==> src/rtl/rv32i_defs.sv <==
// rtl/rv32i_defs.sv - shared RV32I fetch definitions: widths, NOP encoding, fetch FSM states
//
// Purpose: constants and types shared by the fetch stage and its IF/ID register.
// Contents:
//   ILEN          instruction width in bits
//   NOP_INSTR     canonical NOP (addi x0, x0, 0) used for bubbles and reset
//   fetch_state_t fetch FSM encoding (request / wait for response / hold in skid buffer)
//   word_align    clears the two low address bits
package rv32i_defs;

  localparam int ILEN = 32;

  localparam logic [ILEN-1:0] NOP_INSTR = 32'h0000_0013;

  typedef enum logic [1:0] {
    FETCH_REQ  = 2'd0,
    FETCH_WAIT = 2'd1,
    FETCH_HOLD = 2'd2
  } fetch_state_t;

  function automatic logic [31:0] word_align(input logic [31:0] addr);
    return {addr[31:2], 2'b00};
  endfunction

endpackage

==> src/rtl/if_id_reg.sv <==
// rtl/if_id_reg.sv - IF/ID pipeline register with load, flush and hold
//
// Purpose: holds the instruction handed from fetch to decode.
// Ports:
//   clk, rst                      rising-edge clock, asynchronous active-high reset
//   load                          capture instr_in/pc_in/pc_plus4_in as a valid entry
//   flush                         turn the entry into a bubble (wins over load)
//   instr_in, pc_in, pc_plus4_in  entry to capture
//   id_instr, id_pc, id_pc_plus4  registered entry presented to decode
//   id_valid                      entry is a real instruction
// With neither load nor flush the register holds its contents.
module if_id_reg
  import rv32i_defs::*;
(
  input  logic            clk,
  input  logic            rst,
  input  logic            load,
  input  logic            flush,
  input  logic [ILEN-1:0] instr_in,
  input  logic [31:0]     pc_in,
  input  logic [31:0]     pc_plus4_in,
  output logic [ILEN-1:0] id_instr,
  output logic [31:0]     id_pc,
  output logic [31:0]     id_pc_plus4,
  output logic            id_valid
);

  always_ff @(posedge clk or posedge rst) begin
    if (rst) begin
      id_instr    <= NOP_INSTR;
      id_pc       <= 32'h0000_0000;
      id_pc_plus4 <= 32'h0000_0000;
      id_valid    <= 1'b0;
    end else if (flush) begin
      // Bubble: only valid and the opcode matter downstream, PC fields are left as-is.
      id_instr <= NOP_INSTR;
      id_valid <= 1'b0;
    end else if (load) begin
      id_instr    <= instr_in;
      id_pc       <= pc_in;
      id_pc_plus4 <= pc_plus4_in;
      id_valid    <= 1'b1;
    end
  end

endmodule

==> src/rtl/if_stage.sv <==
// rtl/if_stage.sv - RV32I instruction fetch stage: PC, fetch FSM, skid buffer, IF/ID register
//
// Purpose: issues one instruction-memory request at a time and delivers fetched
// words into the IF/ID register, absorbing decode back-pressure with a one-entry
// skid buffer and honouring branch/jump redirects from execute.
// Ports:
//   clk, rst                 rising-edge clock, asynchronous active-high reset
//   stall                    decode cannot accept a new IF/ID entry this cycle
//   pc_src, pc_target        redirect request and target (low two bits ignored)
//   imem_req_valid/ready     request handshake; imem_addr is the current PC
//   imem_resp_valid/data     response for the outstanding request
//   id_instr, id_pc,
//   id_pc_plus4, id_valid    IF/ID register outputs feeding decode
module if_stage
  import rv32i_defs::*;
#(
  parameter logic [31:0] RESET_PC = 32'h0000_0000
) (
  input  logic            clk,
  input  logic            rst,
  input  logic            stall,
  input  logic            pc_src,
  input  logic [31:0]     pc_target,
  output logic            imem_req_valid,
  input  logic            imem_req_ready,
  output logic [31:0]     imem_addr,
  input  logic            imem_resp_valid,
  input  logic [ILEN-1:0] imem_resp_data,
  output logic [ILEN-1:0] id_instr,
  output logic [31:0]     id_pc,
  output logic [31:0]     id_pc_plus4,
  output logic            id_valid
);

  fetch_state_t    state, state_nx;
  logic [31:0]     pc, pc_nx;
  logic            kill, kill_nx;
  logic [ILEN-1:0] skid_instr, skid_instr_nx;
  logic [31:0]     skid_pc, skid_pc_nx;

  logic            ifid_load;
  logic            ifid_flush;
  logic [ILEN-1:0] ifid_instr_in;
  logic [31:0]     ifid_pc_in;
  logic [31:0]     ifid_pc_plus4_in;
  logic [31:0]     pc_plus4;

  assign pc_plus4  = pc + 32'd4;
  assign imem_addr = pc;

  // The async reset forces state to REQ, so gate with rst to keep the request low during reset.
  assign imem_req_valid = (state == FETCH_REQ) && !rst;

  always_comb begin
    state_nx      = state;
    pc_nx         = pc;
    kill_nx       = kill;
    skid_instr_nx = skid_instr;
    skid_pc_nx    = skid_pc;
    ifid_load     = 1'b0;
    ifid_instr_in = imem_resp_data;
    ifid_pc_in    = pc;

    if (pc_src) begin
      pc_nx         = word_align(pc_target);
      skid_instr_nx = NOP_INSTR;
      skid_pc_nx    = 32'h0000_0000;
      unique case (state)
        FETCH_REQ: begin
          // A request accepted this same cycle was for the old PC; its response must be dropped.
          if (imem_req_ready) begin
            state_nx = FETCH_WAIT;
            kill_nx  = 1'b1;
          end
        end
        FETCH_WAIT: begin
          if (imem_resp_valid) begin
            // The stale response is consumed right now, nothing left to kill.
            state_nx = FETCH_REQ;
            kill_nx  = 1'b0;
          end else begin
            kill_nx = 1'b1;
          end
        end
        FETCH_HOLD: begin
          state_nx = FETCH_REQ;
          kill_nx  = 1'b0;
        end
        default: begin
          state_nx = FETCH_REQ;
          kill_nx  = 1'b0;
        end
      endcase
    end else begin
      unique case (state)
        FETCH_REQ: begin
          if (imem_req_ready) state_nx = FETCH_WAIT;
        end
        FETCH_WAIT: begin
          if (imem_resp_valid) begin
            if (kill) begin
              kill_nx  = 1'b0;
              state_nx = FETCH_REQ;
            end else if (!stall || !id_valid) begin
              // An empty IF/ID slot can be filled even while decode reports stall.
              ifid_load = 1'b1;
              pc_nx     = pc_plus4;
              state_nx  = FETCH_REQ;
            end else begin
              skid_instr_nx = imem_resp_data;
              skid_pc_nx    = pc;
              pc_nx         = pc_plus4;
              state_nx      = FETCH_HOLD;
            end
          end
        end
        FETCH_HOLD: begin
          if (!stall) begin
            ifid_load     = 1'b1;
            ifid_instr_in = skid_instr;
            ifid_pc_in    = skid_pc;
            state_nx      = FETCH_REQ;
          end
        end
        default: begin
          state_nx = FETCH_REQ;
          kill_nx  = 1'b0;
        end
      endcase
    end
  end

  assign ifid_pc_plus4_in = ifid_pc_in + 32'd4;

  // A redirect always squashes; otherwise an unstalled cycle without a new entry becomes a bubble.
  assign ifid_flush = pc_src || (!stall && !ifid_load);

  always_ff @(posedge clk or posedge rst) begin
    if (rst) begin
      state      <= FETCH_REQ;
      pc         <= word_align(RESET_PC);
      kill       <= 1'b0;
      skid_instr <= NOP_INSTR;
      skid_pc    <= 32'h0000_0000;
    end else begin
      state      <= state_nx;
      pc         <= pc_nx;
      kill       <= kill_nx;
      skid_instr <= skid_instr_nx;
      skid_pc    <= skid_pc_nx;
    end
  end

  if_id_reg u_if_id_reg (
    .clk         (clk),
    .rst         (rst),
    .load        (ifid_load),
    .flush       (ifid_flush),
    .instr_in    (ifid_instr_in),
    .pc_in       (ifid_pc_in),
    .pc_plus4_in (ifid_pc_plus4_in),
    .id_instr    (id_instr),
    .id_pc       (id_pc),
    .id_pc_plus4 (id_pc_plus4),
    .id_valid    (id_valid)
  );

endmodule

==> config.mk <==
export PLATFORM = sky130hd
export DESIGN_NAME = if_stage
export DESIGN_NICKNAME = d
export VERILOG_FILES = /design/src/rtl/rv32i_defs.sv /design/src/rtl/if_id_reg.sv /design/src/rtl/if_stage.sv
export SDC_FILE = /design/constraint.sdc
export NUM_CORES = 1
export LEC_CHECK = 0
export ABC_AREA = 1
export BUFFER_PORTS_ARGS = -buffer_cell sky130_fd_sc_hd__buf_2
export CAP_MARGIN = 20
export CORE_UTILIZATION = 53
export DETAILED_ROUTE_END_ITERATION = 6
export PLACE_DENSITY_LB_ADDON = 0.12
export REMOVE_ABC_BUFFERS = 1
export SKIP_LAST_GASP = 1
export SLEW_MARGIN = 20
export SYNTH_ARGS = -nofsm -noshare
export SYNTH_HDL_FRONTEND = slang
export SYNTH_SLANG_ARGS = --single-unit
==> constraint.sdc <==
create_clock -name clk -period 15.8 [get_ports clk]
set_input_delay 0.79 -clock clk [delete_from_list [all_inputs] [get_ports clk]]
set_output_delay 0.79 -clock clk [all_outputs]
set_load 0.005 [all_outputs]
# Word level (Yosys, flattened, before mapping)
# Cells that the tools add are included.
totals:
  regBits: 196
classes:
  addsub: 2
  n_eq_ne: 9
  n_mux: 45
  bitwise: 1
  reduce_logical: 18
ops:
  columns: ["cell", "n"]
  rows:
  - ["32-bit two-way mux", 22]
  - ["32-bit by 3-bit adder with 32-bit output (second input constant)", 2]
  - ["2-bit two-way mux", 7]
  - ["1-bit two-way mux", 11]
  - ["3-bit != test (second input constant)", 3]
  - ["2-bit != test (second input constant)", 3]
  - ["1-bit one-hot mux with 2 select lines", 3]
  - ["2-bit one-hot mux with 3 select lines", 1]
  - ["3-bit AND reduction", 2]
  - ["2-bit nonzero test", 3]
  - ["1-bit logical NOT", 4]
  - ["2-bit one-hot mux with 2 select lines", 1]
  - ["2-bit AND reduction", 2]
  - ["4-bit AND reduction", 1]
  - ["2-bit by 1-bit equality test with 1-bit output (second input constant)", 1]
  - ["2-bit equality test (second input constant)", 1]
  - ["1-bit logical AND", 2]
  - ["2-bit logical NOT", 1]
  - ["1-bit logical OR", 2]
  - ["2-bit by 1-bit != test with 1-bit output (second input constant)", 1]
  - ["2-bit OR reduction", 1]
  - ["1-bit NOT", 1]

# Logic depth before layout (Yosys ltp)
# Gate-level depths: netlist of the first run.
depth:
  depth_word: 12
  depth_mapped: 17
  depth_no_buf: 16

# Cells and area by module
# Synthesis of the first run repeated with hierarchy kept, for this count alone.
unflattened:
  cells_unflattened: 1426
  area_unflattened_um2: 10481.3
by_module_without_submodules:
  columns: ["mod", "instances", "cells_per_inst", "area_each_um2", "seq_area_each_um2"]
  rows:
  - ["if_stage", 1, 1004, 6672.6, 2406.1]
  - ["if_id_reg", 1, 422, 3808.7, 2431.1]

# Worst setup path after synthesis of the first run
# Ideal clock, no wire load.
synth_timing:
  kind: "in2reg"
  from: "in pc_src"
  to: "reg u_if_id_reg.id_pc_plus4[26]"
  setup_ns: 0.125
  t_arrival_ns: 2.314
  setup_slack_ns: 13.362
  path_stages: 13
  path_buffers: 2
  cell_sequence: "buf_2 > nor2_4 > o21ai_0 > inv_1 > ha_1 > inv_1 > nor2_4 > nand2_2 > nor2_4 > buf_6 > nand3_1 > nand3_1 > nand3_1"
synth_between:
  word_cells_on_any_way: 8
  classes_between: "1 x add/sub; 2 x mux; 1 x bitwise; 4 x reduce/logical"
synth_rtl:
  columns: ["element", "line_no", "source"]
  rows:
  - ["start, declared", "if_stage.sv:22", "input logic pc_src,"]
  - ["32-bit two-way mux", "if_stage.sv:64", "if (pc_src) begin"]
  - ["net ifid_pc_in[2]", "if_stage.sv:44", "logic [31:0] ifid_pc_in;"]
  - ["32-bit by 3-bit adder with 32-bit output", "if_stage.sv:133", "assign ifid_pc_plus4_in = ifid_pc_in + 32'd4;"]
  - ["end signal, assigned", "if_id_reg.sv:41", "id_pc_plus4 <= pc_plus4_in;"]
  - ["end, declared", "if_id_reg.sv:24", "output logic [31:0] id_pc_plus4,"]
# The timed path passes the listed nets, and every way through them passes these cells.
# A chain may end at the register's enable or synchronous reset.

# Worst setup path in the final report of the first run
layout_timing:
  from: "in pc_src"
  to: "reg u_if_id_reg.id_pc_plus4[18]"
# The elaborated chain is that of the path after synthesis.

==> flow_summary_export.csv, run 1 <==
group,metric,value,unit
setup_path,crit_family,"simple AND/OR/NAND/NOR gates",
clock_network,hold_buffers,0,
route,vias,8955,
route,firstDrtPassIters,5,
sta,setup-tns-final,0,ns
pwr,total_power,1.51,mW
sta,slew_headroom,32.6,%
die,die_area,18700,um2
die,rows,48,
final_layout,num-fill-cells,1592,
sta,period_share,23.2,%
placed_design,gp_congestion,0.877,
die,num_io_pins,200,
outcome,status,"completed",
final_layout,layout_common_cells,"nand2_1 (354), buf_2 (195), dfrtp_1 (184), o21ai_0 (127), inv_1 (102)",
setup_path,r2r_slack,12.24,ns
route,avgViaCountPerCell,5.51,
yosys,synth_compound_area_share,15.1,%
die,die_y,137,um
clock_network,clkTransAtPathRegs,0.07,ns
final_layout,layout.cells.most_common,"nand2_1",
yosys,synthMuxAreaShare,0,%
clock_network,cts-htree-levels,4,
final_layout,design_area,11200,um2
setup_path,cp_data_required_time,16.11,ns
sta,whs,0.468,ns
final_layout,drive_gt1_share,19.6,%
yosys,synth_enable_flop_cells,0,
pwr,max-vdd-ir-drop,0.0868,mV
clock_network,cts.path.max_buffers,2,
sta,setup_viol,0,
yosys,synthXorXnorAreaFrac,0.456,%
sta,fin_ws,12.13,ns
die,fp.coreArea,17500,um2
run,cap_violations,0,
setup_path,cp-startpoint,"pc_src",
clock_network,cts.sinks,190,
setup_path,critPathCapture,"u_if_id_reg.id_pc_plus4[18]",
sta,worstMarginPinSlew,1.01,ns
final_layout,multi_input_area,4130,um2
grt,grt_pass1_vias,8259,
setup_path,start_kind,"primary input",
die,die_w,137,um
placed_design,pre_cts_slack,11.69,ns
final_layout,antenna_cells,0,
clock_network,clkLatencyLatePin,0.44,ns
setup_path,arrival,3.98,ns
final_layout,layout-area-overhead-vs-synth,16.9,%
pwr,p_leak,5.70,nW
yosys,synth.avg_cell_area,7.81,um2
route,wl_per_cell,16.0,um
clock_network,post_cts_buffers,0,
sta,period_needed,3.67,ns
setup_path,worstPathMaxFanout,64,
yosys,ys_seq_area_share,49.6,%
hold_path,hold_path_class,"reg -> reg",
yosys,ys_warn_count,0,
setup_path,crit_cells,12,
die,initial_utilization,55.0,%
final_layout,nets,1462,
yosys,syn-cell-area,9610,um2
grt,antenna_found_initial,0,
yosys,synth_top_family_by_area,"simple AND/OR/NAND/NOR gates",
final_layout,seq_area,4760,um2
yosys,synth.distinct_cells,44,
grt,grt_usage,29.0,%
setup_path,r2r_end,"u_if_id_reg.id_pc_plus4[22]",
setup_path,crit_buf_inv,3,
yosys,synth_seq_cells,190,
yosys,netlist_instances,1230,
grt,grt_pass1_wl,42000,um
setup_path,crit_top_cell,"nor2_4",
setup_path,max_stage_delay,0.70,ns
setup_path,rr_worst_depth,13,
clock_network,cts_tree,"done",
clock_network,clock-root-buffer,"clkbuf_16",
clock_network,cts_resized,0,
grt,gr-total-overflow,0,
yosys,async_flop_share,100,%
sta,slew_viol_final,0,
setup_path,rr_startpoint,"state[0]",
setup_path,crit_type,"in -> reg",
grt,grt_max_degree,122,
placed_design,placed_cell_area,10700,um2
final_layout,finalNonFillerCells,1625,
placed_design,dp_cells,1593,
setup_path,worst_setup_path_end_kind,"flop",
yosys,yosys.area_share.simple,26.5,%
yosys,synth_flop_cell,"dfrtp_1",
route,drc_errors,0,
sta,maxClockFrequency,0.272,GHz
placed_design,io_buffer_count,195,
pwr,powerDensity,134,nW/um2
route,first_iter_violations,853,
sta,hold_viol_final,0,
placed_design,place_hpwl,17400,um
route,postRouteAntennaNets,0,
yosys,synthAdderAreaFrac,0.651,%
route,drt_wl_total,26000,um
setup_path,slowest_stage,"nand3_4",
sta,grt_setup_unrepaired,"no",
sta,fin_skew,0.0121,ns
final_layout,fin_util,64.3,%
setup_path,crit_chain,"buf_2 -> inv_4 -> nand3_4 -> o21ai_1 -> ha_1 -> inv_1 -> nor2_4 -> nand2_2 -> nor2_4 -> a21oi_1 -> nand2_1 -> o21ai_0",
clock_network,cts_buffers,17,
## layout make-up
type	instances	area share, %
Clock buffer	18	3.82
Clock inverter	14	1.35
Inverter	111	3.81
Multi-Input combinational cell	862	36.8
Sequential cell	190	42.4
Tap cell	225	2.51
Timing Repair Buffer	205	9.36
## Yosys cell counts, types with 2 or more instances
library cell / n / area (um2)
clkbuf_1: 41 / 154
inv_1: 104 / 390
buf_6: 3 / 33.8
or2_2: 2 / 12.5
nor2_2: 7 / 43.8
a31oi_1: 3 / 18.8
ha_1: 5 / 62.6
xor2_1: 5 / 43.8
o31ai_1: 3 / 22.5
nand4_1: 18 / 113
dfstp_2: 6 / 158
a21oi_1: 27 / 135
nand2_1: 354 / 1330
nor2_4: 5 / 56.3
o21ai_1: 7 / 35.0
dfrtp_1: 184 / 4600
buf_4: 8 / 60.1
nand2_2: 4 / 25.0
nor3_1: 12 / 60.1
buf_1: 4 / 15.0
a22o_1: 12 / 105
o21ai_0: 127 / 636
o211ai_1: 23 / 173
o22ai_1: 42 / 263
nor2_1: 86 / 323
nor4_1: 2 / 12.5
buf_2: 12 / 60.1
o21a_1: 5 / 37.5
nand3_1: 100 / 500
inv_2: 5 / 18.8
## report_power, final
group | leakage, nW | total (mW) | switching, mW | internal, mW
clock network | 0.286 | 0.428 | 0.203 | 0.224
registers | 2.51 | 0.667 | 0.0770 | 0.590
logic | 2.90 | 0.413 | 0.250 | 0.163
total | 5.70 | 1.51 | 0.531 | 0.977
## flip-flops by register name, indices dropped and copies added, names as in the netlist
name / count
imem_addr: 30
u_if_id_reg.id_valid: 1
kill: 1
skid_instr: 32
skid_pc: 31
state: 2
u_if_id_reg.id_instr: 32
u_if_id_reg.id_pc_plus4: 31
u_if_id_reg.id_pc: 30
## worst reg2reg max path, cell delays in order (launching register included)
cell and delay, ns:
dfrtp_1 0.43, inv_1 0.10, ha_1 0.31, nand2_2 0.12
o21ai_1 0.09, nand2_1 0.06, buf_4 0.25, nor2_2 0.15
buf_4 0.38, clkinv_2 0.53, buf_4 0.52, or2_1 0.36
a21oi_1 0.11, nor2_1 0.06
## layer usage
layer	up-vias	global-route usage [%]	share of wire (%)
li1	4393	-	-
met1	4181	42.0	46
met2	343	45.1	45
met3	38	4.00	6.5
met4	0	9.07	1.9
met5	-	0	0
## kinds of logic after synthesis
logic type,Yosys count
simple gates,598
compound gates,252
flops,190
buf+inv,179
xor+xnor,5
fa+ha+maj,5
other cells,1
## worst min-delay path by stage
stage                                     from                          to  slack, ns  cells after the start
floorplan                       skid_instr[10]              skid_instr[10]       0.44                      2
CTS                       u_if_id_reg.id_pc[3]        u_if_id_reg.id_pc[3]       0.47                      2
global placement         u_if_id_reg.id_pc[13]       u_if_id_reg.id_pc[13]       0.45                      2
global route                    skid_instr[12]              skid_instr[12]       0.49                      2
finish              u_if_id_reg.id_pc_plus4[3]  u_if_id_reg.id_pc_plus4[3]       0.47                      2
detailed placement        u_if_id_reg.id_pc[3]        u_if_id_reg.id_pc[3]       0.45                      2
No activity file was read; power rests on OpenSTA's default activity.
==> inputs of run 2 (changes only) <==
--- a/config.mk
+++ b/config.mk
@@ -5,10 +5,10 @@
 export SDC_FILE = /design/constraint.sdc
 export NUM_CORES = 1
 export LEC_CHECK = 0
-export ABC_AREA = 1
+export ABC_AREA = 0
 export BUFFER_PORTS_ARGS = -buffer_cell sky130_fd_sc_hd__buf_2
 export CAP_MARGIN = 20
-export CORE_UTILIZATION = 53
+export CORE_UTILIZATION = 49
 export DETAILED_ROUTE_END_ITERATION = 6
 export PLACE_DENSITY_LB_ADDON = 0.12
 export REMOVE_ABC_BUFFERS = 1
==> constraint.sdc (replaced) <==
create_clock -name clk -period 3.13 [get_ports clk]
set_input_delay 0.1565 -clock clk [delete_from_list [all_inputs] [get_ports clk]]
set_output_delay 0.1565 -clock clk [all_outputs]
set_load 0.005 [all_outputs]
==> run 2 against run 1 <==
Effect of this change: sequential cell count did not move; via count fell by 14%; synthesized cell count fell by 25%; sequential share of layout area fell by 1.0 points; clock power rose to 5.3 times the previous value; die area rose by 2.1%; non-clock buffer count rose by 79; total power rose to 4.6 times the previous value; routed wire length fell by 6.2%; critical path type is now reg -> reg; largest power group unchanged.
==> flow_summary_export.csv, run 2 <==
group,metric,value,unit
outcome,status,"completed",
sta,period_needed,2.89,ns
placed_design,gp_congestion,0.822,
die,initial_utilization,50.3,%
sta,fin_ws,0.242,ns
setup_path,arrival,3.17,ns
die,fp.coreArea,18000,um2
final_layout,layout.cells.most_common,"buf_2",
die,num_io_pins,200,
die,die_y,138,um
clock_network,cts-htree-levels,4,
pwr,powerDensity,603,nW/um2
pwr,p_int,4.89,mW
clock_network,cts.path.max_buffers,2,
setup_path,crit_type,"reg -> reg",
grt,antenna_found_initial,0,
yosys,synth.avg_cell_area,9.87,um2
yosys,synth_top_cell_area_share,50.8,%
pwr,switching_share,29.5,%
yosys,synthTopCellsByArea,"dfrtp_1 (51%), nand2_1 (6.4%), o21ai_0 (5.8%)",
final_layout,top_regs,"skid_instr: 32 flops, u_if_id_reg.id_instr: 32 flops",
sta,slew_viol_final,0,
pwr,power_frac_clock,32.5,%
yosys,synth_enable_flop_cells,0,
yosys,synth_most_common_cell,"dfrtp_1",
hold_path,hold_path_class,"in -> reg",
setup_path,worst_setup_path_end_kind,"flop",
clock_network,cts_tree,"done",
placed_design,place_hpwl,15800,um
route,firstDrtPassIters,5,
clock_network,cts.sinks,190,
sta,maxClockFrequency,0.346,GHz
sta,worstMarginPinSlew,0.843,ns
sta,period_share,92.3,%
run,cap_violations,0,
yosys,synth_seq_cells,190,
yosys,yosys.area.top_type,"dfrtp_1",
yosys,synth_flop_cell,"dfrtp_1",
die,die_w,138,um
final_layout,nets,1221,
clock_network,clkTransAtPathRegs,0.07,ns
final_layout,num-fill-cells,1532,
pwr,pwr-share-comb,21.3,%
route,drt_wl_total,24400,um
sta,slew_headroom,43.8,%
grt,gr-total-overflow,0,
grt,grt_max_degree,119,
route,avgViaCountPerCell,5.58,
pwr,seqPwrFrac,46.2,%
die,rows,49,
sta,setup-tns-final,0,ns
pwr,p_leak,5.61,nW
pwr,max-vdd-ir-drop,0.399,mV
placed_design,pre_cts_slack,0.175,ns
sta,hold_viol_final,0,
sta,fin_skew,0.00938,ns
route,wl_per_cell,17.6,um
die,die_area,19100,um2
setup_path,start_kind,"flop",
yosys,syn-cell-area,9070,um2
route,first_iter_violations,531,
yosys,synth_common_cells,"dfrtp_1 (184), nand2_1 (155), o21ai_0 (106)",
setup_path,worstPathMaxFanout,6,
yosys,synth.distinct_cells,58,
route,vias,7742,
clock_network,cts_buffers,17,
yosys,netlist_instances,919,
pwr,p_sw,2.05,mW
final_layout,drive_gt1_share,24.3,%
clock_network,clock-root-buffer,"clkbuf_16",
sta,setup_viol,0,
sta,grt_setup_unrepaired,"no",
yosys,ys_warn_count,0,
yosys,async_flop_share,100,%
yosys,ys_seq_area_share,52.5,%
final_layout,fin_util,63.9,%
final_layout,layout-area-overhead-vs-synth,26.9,%
route,drc_errors,0,
final_layout,layout_common_cells,"buf_2 (195), dfrtp_1 (184), nand2_1 (155), o21ai_0 (106), dlygate4sd3_1 (61)",
clock_network,clkLatencyLatePin,0.42,ns
setup_path,cp_data_required_time,3.42,ns
grt,grt_usage,26.2,%
route,postRouteAntennaNets,0,
placed_design,io_buffer_count,195,
grt,grt_pass1_vias,7622,
grt,grt_pass1_wl,40300,um
final_layout,antenna_cells,0,
==> run 2: cell count changes after synthesis, moves of 26 or more <==
cell and change:
nand2_1 -199, xor2_1 +30, nor2_1 -55, mux2i_1 +26, nand3_1 -60, a22o_1 +43, inv_1 -96
==> run 2: what timing repair did <==
| item | in CTS | in global routing |
|---|---|---|
| setup endpoints to repair | 0 | 3 |
| hold buffers | 61 | 0 |
| gates resized for setup | 0 | 1 |
| hold endpoints to repair | 170 | 0 |
| buffers inserted | 0 | 0 |
==> run 2: cell type report <==
cell class                 count  area [um2]  area share [%]
inverter                       8        37.5           0.326
clock buffer                  20         457            3.97
multi-input combinational    645        3970            34.5
sequential                   190        4760            41.4
clock inverter                12         159            1.38
timing repair buffer         284        1840            16.0
tap                          229         287            2.49
==> run 2: cell families after synthesis <==
family | share of synthesized area, %
DFF | 52.5
muxes | 3.24
buffers and inverters | 4.29
adders and majority gates | 0.690
AOI/OAI and AO/OA | 17.4
and+or+nand+nor | 16.8
xor gates and xnor gates | 5.12
other | 0.0413
==> run 2: path summary, 6_finish.rpt <==
path | cells past startpoint | endpoint | slack (ns) | start
max | 13 | u_if_id_reg.id_pc_plus4[30] | 0.24 | state[0]
min | 3 | state[0] | 0.03 | imem_req_ready
max reg2reg | 13 | u_if_id_reg.id_pc_plus4[30] | 0.24 | state[0]
min reg2reg | 2 | u_if_id_reg.id_instr[27] | 0.47 | u_if_id_reg.id_instr[27]
max in group asynchronous | 4 | u_if_id_reg.id_instr[1] | 1.72 | rst
min in group asynchronous | 3 | imem_addr[2] | 0.45 | rst
==> run 2: per-stage QoR <==
step                area (um2)  power [mW]  hold slack, ns  std cells
floorplan                 8720        3.88           0.220        843
global placement         10300        4.65           0.366       1294
detailed placement       10300        4.68           0.367       1294
CTS                      11500        7.00          0.0174       1387
global route             11500        7.31          0.0684       1388
finish                   11500        6.94          0.0290       1388
==> run 2: critical path, stage by stage, from the launching register on <==
cell	delay [ns]
dfrtp_1	0.41
inv_1	0.09
ha_1	0.20
nor3b_4	0.30
nand2_1	0.11
nand2_1	0.08
ha_1	0.31
and4_1	0.30
and4_1	0.20
o22ai_1	0.08
buf_4	0.17
nor3b_1	0.26
xor2_1	0.17
o21ai_1	0.07
==> run 2: power groups by stage <==
stage / combinational, mW / sequential (mW) / clock, mW
global route: 1.66 / 3.26 / 2.39
CTS: 1.50 / 3.20 / 2.30
finish: 1.48 / 3.21 / 2.26
detailed placement: 1.43 / 3.25 / 0
floorplan: 0.638 / 3.25 / 0
global placement: 1.40 / 3.25 / 0
==> run 2: layer usage <==
metal / routed length (um) / vias to the layer above / global-route usage (%) / share of wire, %
met4: 379 / 0 / 7.17 / 1.6
li1: - / 3704 / - / -
met2: 11400 / 237 / 42.0 / 47
met5: 0 / - / 0 / 0
met3: 1060 / 27 / 3.57 / 4.3
met1: 11500 / 3774 / 37.3 / 47
==> inputs of run 3 (changes only) <==
--- a/config.mk
+++ b/config.mk
@@ -8,7 +8,7 @@
 export ABC_AREA = 0
 export BUFFER_PORTS_ARGS = -buffer_cell sky130_fd_sc_hd__buf_2
 export CAP_MARGIN = 20
-export CORE_UTILIZATION = 49
+export CORE_UTILIZATION = 53
 export DETAILED_ROUTE_END_ITERATION = 6
 export PLACE_DENSITY_LB_ADDON = 0.12
 export REMOVE_ABC_BUFFERS = 1
==> constraint.sdc (replaced) <==
create_clock -name clk -period 2.8 [get_ports clk]
set_input_delay 0.14 -clock clk [delete_from_list [all_inputs] [get_ports clk]]
set_output_delay 0.14 -clock clk [all_outputs]
set_load 0.005 [all_outputs]
==> run 3 against run 2 <==
Effect of this change: sequential power increased by 11%; routed wire length increased by 1.8%; global-route usage increased by 3.0 points; die area decreased by 7.4%; first-iteration DRC count increased by 5.8%; hold slack got worse by 0.0036 ns; register-to-register slack got worse by 0.11 ns; core utilization increased by 6.3 points; clock power increased by 12%.
==> flow_summary_export.csv, run 3 (same netlist as run 2, synthesis figures left out) <==
group,metric,value,unit
die,die_area,17600,um2
final_layout,layout_common_cells,"buf_2 (195), dfrtp_1 (184), nand2_1 (155), o21ai_0 (105), dlygate4sd3_1 (62)",
route,vias,7984,
sta,period_share,95.2,%
sta,maxClockFrequency,0.375,GHz
setup_path,crit_chain,"inv_1 -> ha_2 -> or3b_4 -> buf_12 -> nor3_1 -> nor2_1 -> nor4_4 -> and3_1 -> o31ai_2",
route,postRouteAntennaNets,0,
setup_path,rr_startpoint,"state[0]",
clock_network,cts-htree-levels,4,
grt,gr-usage-met2,45.0,%
route,wl_per_cell,17.7,um
grt,grt_usage,29.2,%
sta,grt_setup_unrepaired,"yes",
setup_path,worstPathMaxFanout,45,
grt,grt_pass1_wl,40500,um
grt,grt_max_degree,113,
placed_design,gp_congestion,0.829,
pwr,p_leak,5.72,nW
grt,antenna_found_initial,1,
clock_network,cts.path.max_buffers,2,
setup_path,critPathCapture,"u_if_id_reg.id_pc_plus4[27]",
setup_path,r2r_end,"u_if_id_reg.id_pc_plus4[27]",
setup_path,worst_setup_path_end_kind,"flop",
grt,use_met1,42.3,%
setup_path,cp-startpoint,"state[0]",
run,cap_violations,0,
grt,grt_pass1_vias,7744,
route,firstDrtPassIters,5,
sta,setup_viol,0,
sta,period_needed,2.66,ns
pwr,p_int,5.49,mW
setup_path,r2r_slack,0.14,ns
grt,grt_busiest_layer,"met2",
grt,grtUsageMet3,4.67,%
pwr,max-vdd-ir-drop,0.462,mV
die,fp.coreArea,16600,um2
clock_network,clkLatencyLatePin,0.43,ns
clock_network,cts_buffers,17,
final_layout,layout.cells.most_common,"buf_2",
sta,slew_viol_final,0,
setup_path,rr_worst_depth,9,
route,drt_wl_total,24800,um
pwr,seqPwrFrac,45.5,%
final_layout,drive_gt1_share,26.0,%
final_layout,nets,1241,
hold_path,hold_path_class,"in -> reg",
outcome,status,"completed",
sta,slew_headroom,48.6,%
clock_network,clock-root-buffer,"clkbuf_16",
setup_path,arrival,2.97,ns
pwr,powerDensity,672,nW/um2
placed_design,io_buffer_count,195,
final_layout,design_area,11700,um2
die,rows,47,
sta,fin_skew,0.00737,ns
setup_path,crit_type,"reg -> reg",
pwr,pwr-share-comb,22.1,%
route,drc_errors,0,
setup_path,start_kind,"flop",
sta,whs,0.0255,ns
grt,gr-total-overflow,0,
clock_network,cts.sinks,190,
final_layout,layout-area-overhead-vs-synth,28.7,%
sta,worstMarginPinSlew,0.771,ns
pwr,switching_share,30.0,%
route,avgViaCountPerCell,5.70,
placed_design,placed_cell_area,10400,um2
pwr,power_frac_clock,32.4,%
pwr,p_sw,2.36,mW
sta,hold_viol_final,0,
clock_network,cts_tree,"done",
placed_design,place_hpwl,16100,um
die,num_io_pins,200,
die,die_y,133,um
setup_path,slowest_stage,"nor4_4",
final_layout,top_regs,"skid_instr: 32 flops, u_if_id_reg.id_instr: 32 flops",
clock_network,clkTransAtPathRegs,0.07,ns
die,die_w,133,um
route,first_iter_violations,562,
setup_path,max_stage_delay,0.51,ns
setup_path,cp_data_required_time,3.11,ns
die,initial_utilization,54.5,%
## run 3: power by group through the flow
| stage | logic, mW | clock network [mW] | registers [mW] |
|---|---|---|---|
| finish | 1.73 | 2.54 | 3.57 |
| CTS | 1.73 | 2.57 | 3.56 |
| global route | 1.95 | 2.67 | 3.63 |
| floorplan | 0.713 | 0 | 3.63 |
| global placement | 1.62 | 0 | 3.61 |
| detailed placement | 1.66 | 0 | 3.61 |
## run 3: critical path: cells and delay by family, from the launching register on
kind,cells,cell delay (ns)
buffers and inverters,2,0.30
adder cells (fa/ha/maj),1,0.20
AND/OR/NAND/NOR,5,1.56
flip-flops,1,0.38
AO/OA/AOI/OAI,1,0.06
## run 3: per-stage QoR
step	cells	utilization (%)	power, mW	TNS, ns	worst slack [ns]
after detailed placement	1304	62.6	5.27	0	0.0436
after global routing	1400	70.2	8.25	-0.0325	-0.0309
final	1400	70.2	7.84	0	0.135
after global placement	1304	62.6	5.23	0	0.149
after CTS	1398	70.0	7.87	0	0.0682
after floorplan	843	-	4.34	-649.67	-2.50
## run 3: metal layers
metal,wire [um],vias up
met5,0,-
met4,459,0
met3,1230,38
met2,11700,269
met1,11500,3926
li1,-,3751
## run 3: layout make-up
| type | instances | area [um2] |
|---|---|---|
| inverter | 8 | 37.5 |
| multi-input combinational | 645 | 3980 |
| sequential | 190 | 4760 |
| tap | 220 | 275 |
| clock buffer | 18 | 439 |
| fill | 1312 | 4960 |
| timing repair buffer | 304 | 2000 |
| clock inverter | 14 | 178 |
| antenna | 1 | 2.50 |
## run 3: what timing repair did
item / CTS / global route
pin swaps: 0 / 2
hold buffers: 62 / 0
setup endpoints to repair: 1 / 9
resized for setup: 1 / 5
hold endpoints to repair: 169 / 0
buffers inserted: 0 / 1
## run 3: how the worst min path moves through the flow
stage,start,endpoint,cells after the start
floorplan,pc_src,u_if_id_reg.id_valid,1
global placement,pc_target[31],imem_addr[31],3
detailed placement,pc_target[3],imem_addr[3],3
CTS,pc_target[12],imem_addr[12],3
global route,pc_src,state[1],2
finish,pc_target[12],imem_addr[12],3
